## config.mk

```make
export PLATFORM = sky130hd
export DESIGN_NAME = ctrl_tx_frame
export DESIGN_NICKNAME = d
export VERILOG_FILES = /design/src/rtl/ctrl_tx_frame.sv
export SDC_FILE = /design/constraint.sdc
export NUM_CORES = 1
export LEC_CHECK = 0
export ABC_AREA = 0
export ABC_CLOCK_PERIOD_IN_PS = 2600
export BUFFER_PORTS_ARGS = -buffer_cell sky130_fd_sc_hd__clkbuf_2
export CAP_MARGIN = 20
export CORE_MARGIN = 1
export CORE_UTILIZATION = 55
export DETAILED_ROUTE_END_ITERATION = 10
export PLACE_DENSITY = 0.75
export SETUP_SLACK_MARGIN = 0.5
export SLEW_MARGIN = 10
export SYNTH_ARGS = -nofsm -noshare
export SYNTH_HDL_FRONTEND = slang
export SYNTH_SLANG_ARGS = --single-unit
```

## constraint.sdc

```tcl
create_clock -name clk -period 2.6 [get_ports clk]
set_input_delay 0.26 -clock clk [delete_from_list [all_inputs] [get_ports clk]]
set_output_delay 0.26 -clock clk [all_outputs]
set_load 0.02 [all_outputs]
```

## src/rtl/ctrl_tx_frame.sv

```systemverilog
// ctrl_tx_frame: frames RF bytes and multi-byte ALU results onto a UART byte interface
// Ports: clk/rst (async, active-high); UART_TX_busy from the transmitter;
//   RF_SEND_TX_FLAG/RF_SEND_TX and ALU_SEND_FLAG/ALU_OUT_LATCHED request strobes + data;
//   P_DATA/UART_TX_VALID registered byte to UART; CTRL_TX_BUSY while framing or pending;
//   FRAME_DONE one-cycle pulse after the last byte of a frame.
module ctrl_tx_frame #(
  parameter int BYTE_W = 8,
  parameter int ALU_W = 16,
  parameter bit MSB_FIRST = 1'b0
) (
  input  logic              clk,
  input  logic              rst,
  input  logic              UART_TX_busy,
  input  logic              RF_SEND_TX_FLAG,
  input  logic [BYTE_W-1:0] RF_SEND_TX,
  input  logic              ALU_SEND_FLAG,
  input  logic [ALU_W-1:0]  ALU_OUT_LATCHED,
  output logic [BYTE_W-1:0] P_DATA,
  output logic              UART_TX_VALID,
  output logic              CTRL_TX_BUSY,
  output logic              FRAME_DONE
);
  localparam int NB = ALU_W / BYTE_W;
  localparam int CW = $clog2(NB) + 1;
  typedef enum logic [1:0] {IDLE, SEND, WAIT_ACK, WAIT_TX} state_t;
  state_t state_q, state_d;
  logic [BYTE_W-1:0] rf_buf_q, p_data_q, p_data_d, byte_d;
  logic [ALU_W-1:0] alu_buf_q, shift_q, shift_d, rf_frame;
  logic [CW-1:0] cnt_q, cnt_d;
  logic rf_pend_q, alu_pend_q, valid_q, valid_d, done_q, done_d, rf_take, alu_take;
  // RF byte sits at the emitting end of the shift register
  assign rf_frame = MSB_FIRST ? ALU_W'(rf_buf_q) << (ALU_W - BYTE_W) : ALU_W'(rf_buf_q);
  always_comb begin
    state_d = IDLE;
    shift_d = shift_q;
    cnt_d = cnt_q;
    done_d = 1'b0;
    rf_take = 1'b0;
    alu_take = 1'b0;
    case (state_q)
      IDLE: begin
        state_d = (rf_pend_q || alu_pend_q) && !UART_TX_busy ? SEND : IDLE;
        rf_take = state_d == SEND && rf_pend_q;
        alu_take = state_d == SEND && !rf_pend_q;
        shift_d = rf_take ? rf_frame : alu_take ? alu_buf_q : shift_q;
        cnt_d = rf_take ? CW'(1) : alu_take ? CW'(NB) : cnt_q;
      end
      SEND: state_d = UART_TX_busy ? WAIT_TX : SEND;
      WAIT_TX: begin
        state_d = UART_TX_busy ? WAIT_TX : cnt_q > CW'(1) ? SEND : IDLE;
        done_d = !UART_TX_busy && cnt_q <= CW'(1);
        shift_d = state_d == SEND ? (MSB_FIRST ? shift_q << BYTE_W : shift_q >> BYTE_W) : shift_q;
        cnt_d = state_d == SEND ? cnt_q - CW'(1) : cnt_q;
      end
      default: state_d = IDLE;
    endcase
    byte_d = MSB_FIRST ? shift_d[ALU_W-1 -: BYTE_W] : shift_d[BYTE_W-1:0];
    valid_d = state_d == SEND;
    p_data_d = valid_d ? byte_d : '0;
  end
  always_ff @(posedge clk or posedge rst) begin
    if (rst) begin
      state_q <= IDLE;
      shift_q <= '0;
      cnt_q <= '0;
      rf_buf_q <= '0;
      alu_buf_q <= '0;
      rf_pend_q <= 1'b0;
      alu_pend_q <= 1'b0;
      p_data_q <= '0;
      valid_q <= 1'b0;
      done_q <= 1'b0;
    end else begin
      state_q <= state_d;
      shift_q <= shift_d;
      cnt_q <= cnt_d;
      rf_buf_q <= RF_SEND_TX_FLAG ? RF_SEND_TX : rf_buf_q;
      alu_buf_q <= ALU_SEND_FLAG ? ALU_OUT_LATCHED : alu_buf_q;
      // a fresh strobe wins over the clear of a request being taken this cycle
      rf_pend_q <= RF_SEND_TX_FLAG || (rf_pend_q && !rf_take);
      alu_pend_q <= ALU_SEND_FLAG || (alu_pend_q && !alu_take);
      p_data_q <= p_data_d;
      valid_q <= valid_d;
      done_q <= done_d;
    end
  end
  assign P_DATA = p_data_q;
  assign UART_TX_VALID = valid_q;
  assign FRAME_DONE = done_q;
  assign CTRL_TX_BUSY = state_q != IDLE || rf_pend_q || alu_pend_q;
endmodule

```

==> metrics.yaml <==
synthToLayoutAreaGrowth_pct: 13.11
max-slew-margin-rel_pct: 57.73
drc: 1
endpoint_kind: "register"
synthCells: 247
cts_buffers: 5
finalSetupViolCount: 0
violations: "DRC"
fp.dieH_um: 71.07
via_count: 1903
worst_ep_arrival_time_ns: 2.02
ys_ff_latch: 56
routed_wl_mm: 5.153
drt_iter0_markers: 117
multi_input_area_um2: 1075
cts.sinks: 56
fin_setup_tns_ns: 0
hold_violations: 0
tightest_slew_ns: 0.6317
leakage_uw: 0.001415
drv_slew: 0
fin_skew_ns: 0.003754
core-area_um2: 4474
grt_usage_pct: 22.79
n_antenna_cell: 0
max-cap-violations: 0
antenna_found_initial: 0
ant_nets: 0
synth-main-ff-cell: "dfrtp_1"
synth_top_area_cell: "dfrtp_1"
critPathRequiredTime_ns: 2.78
path_class: "reg -> reg"
synthTopCellsByCount: "dfrtp_1 (56), nand2_1 (33), inv_1 (21)"
power_density_nw_per_um2: 907.6
yosysMostFrequentCell: "dfrtp_1"
syn_nets: 281
io_buffers: 39
die-area_um2: 5051
ff_latch_area_um2: 1401
synth_edf_count: 0
overflow: 0
fin_nets: 319
vias_per_cell: 5.630
synth.avg_cell_area_um2: 10.62
synth_top_area_share_pct: 53.41
clock_latency_ns: 0.30
cp-start-kind: "register"
gp_congestion: 0.7828
grt_start_max_net_pins: 31
p_total_uw: 2694
period_minus_slack_ns: 1.836
ir_drop_v: 0.0004919
clk_pin_slew_ns: 0.09
crit_buf_inv: 2
first_pass_iters: 10
outcome: "complete, but fails checks"
synth-async-reset-ratio_pct: 100.0
dp_hpwl_mm: 3.717
crit_chain: "inv_1 -> ha_1 -> buf_4 -> nor3b_1 -> a221oi_1 -> a21oi_1"
crit_slowest_cell: "ha_1"
cp_max_fo: 10
cts_tree: "done"
fin_crit_sh_pct: 70.60
clockBufferDepth: 2
die_width_um: 71.07
cpPeakStageDelay_ns: 0.48
cp_top_family: "adder cells"
yosysSeqAreaShare_pct: 53.41
htreeDepth: 2
grt_pass1_vias: 1844
yosys-top-cells-area: "dfrtp_1 (53%), mux2_2 (6.9%), nor3b_1 (5.2%), nand2_1 (4.7%), mux2i_1 (4.2%)"
num_rows: 24
post_cts_buffers: 0
root_buffer: "clkbuf_8"
max_freq_ghz: 0.5448
syn-cell-area_um2: 2624
grt_pass1_wl_mm: 8.652
final_layout_size_suffix_gt1_share_pct: 25.52
synth_cell_types: 27
io_pins: 40
rsz0062_at_grt: "false"
hold_ws_ns: 0.1581
yosysWarnings: 0
routedWlPerCell_um: 15.25
fill_cells: 369
hold_class: "in -> reg"
initial_core_util_pct: 58.64
==> power breakdown <==
group	total, uW	switching, uW	leakage [uW]	internal, uW
Clock	481	263	0.0000455	218
Sequential	1150	108	0.000705	1040
Combinational	1060	627	0.000665	436
Total	2690	998	0.00141	1700
==> placed cells by master, fill, tap and decap left out, types with 11 or more instances in the layout <==
| cell type | n |
|---|---|
| dfrtp_1 | 56 |
| clkbuf_2 | 39 |
| nand2_1 | 33 |
| inv_1 | 20 |
| nor3b_1 | 18 |
| a21oi_1 | 17 |
| mux2_2 | 16 |
| nor2_1 | 13 |
| o21ai_0 | 11 |
| mux2i_1 | 11 |
==> routing by layer <==
metal  track usage, %  vias to the layer above  share of wire, %
met2            37.61                       33                51
met1            29.80                      941                44
met4            8.667                        0               1.4
met5                0                        -                 0
met3            4.843                        6               3.5
li1                 -                      923                 -
==> logic make-up after synthesis <==
kind of cell | share of synthesized area (%)
adders and majority gates | 2.384
AOI/OAI and AO/OA | 11.83
and+or+nand+nor | 14.69
muxes | 11.64
DFF | 53.41
buffers and inverters | 6.057
==> cell type report <==
| type | count | area share [%] |
|---|---|---|
| clock buffer | 8 | 3.035 |
| inverter | 21 | 2.656 |
| multi-input combinational | 154 | 36.21 |
| sequential | 56 | 47.22 |
| tap | 52 | 2.192 |
| timing repair buffer | 47 | 8.685 |
==> worst reg2reg max path: stages (launching register included) <==
cell,delay [ns]
dfrtp_1,0.39
inv_1,0.08
ha_1,0.48
buf_4,0.23
nor3b_1,0.07
a221oi_1,0.34
a21oi_1,0.11
==> sequential cells by signal, indices dropped and copies added, names as in the netlist, 2 cells and up <==
name	cells
alu_buf_q	16
shift_q	16
P_DATA	8
rf_buf_q	8
cnt_q	2
state_q	2
==> worst paths after layout <==
check	depth (start not counted)	start	endpoint	slack, ns
setup / recovery	6	state_q[0]	P_DATA[0]	0.76
hold / removal	3	RF_SEND_TX[7]	rf_buf_q[7]	0.16
setup reg to reg	6	state_q[0]	P_DATA[0]	0.76
hold reg to reg	1	alu_buf_q[13]	alu_buf_q[13]	0.52
max in group asynchronous	4	rst	shift_q[4]	1.59
min in group asynchronous	3	rst	state_q[1]	0.39
==> stage by stage <==
| step | worst slack (ns) | utilization [%] | instance area [um^2] | instances |
|---|---|---|---|---|
| 2_1_floorplan | 0.8565 | - | 2624 | 247 |
| 3_3_place_gp | 0.6862 | 63.84 | 2856 | 329 |
| 3_5_place_dp | 0.6183 | 63.84 | 2856 | 329 |
| 4_1_cts | 0.5931 | 66.08 | 2957 | 338 |
| 5_1_grt | 0.6223 | 66.33 | 2968 | 338 |
| 6_report | 0.7644 | 66.33 | 2968 | 338 |
==> what timing repair did <==
action,in CTS,in global routing
endpoints found under the setup margin,0,11
hold buffers,1,0
endpoints found under the hold margin,8,0
resized for setup,0,2
Power figures use the tool's default switching activity.
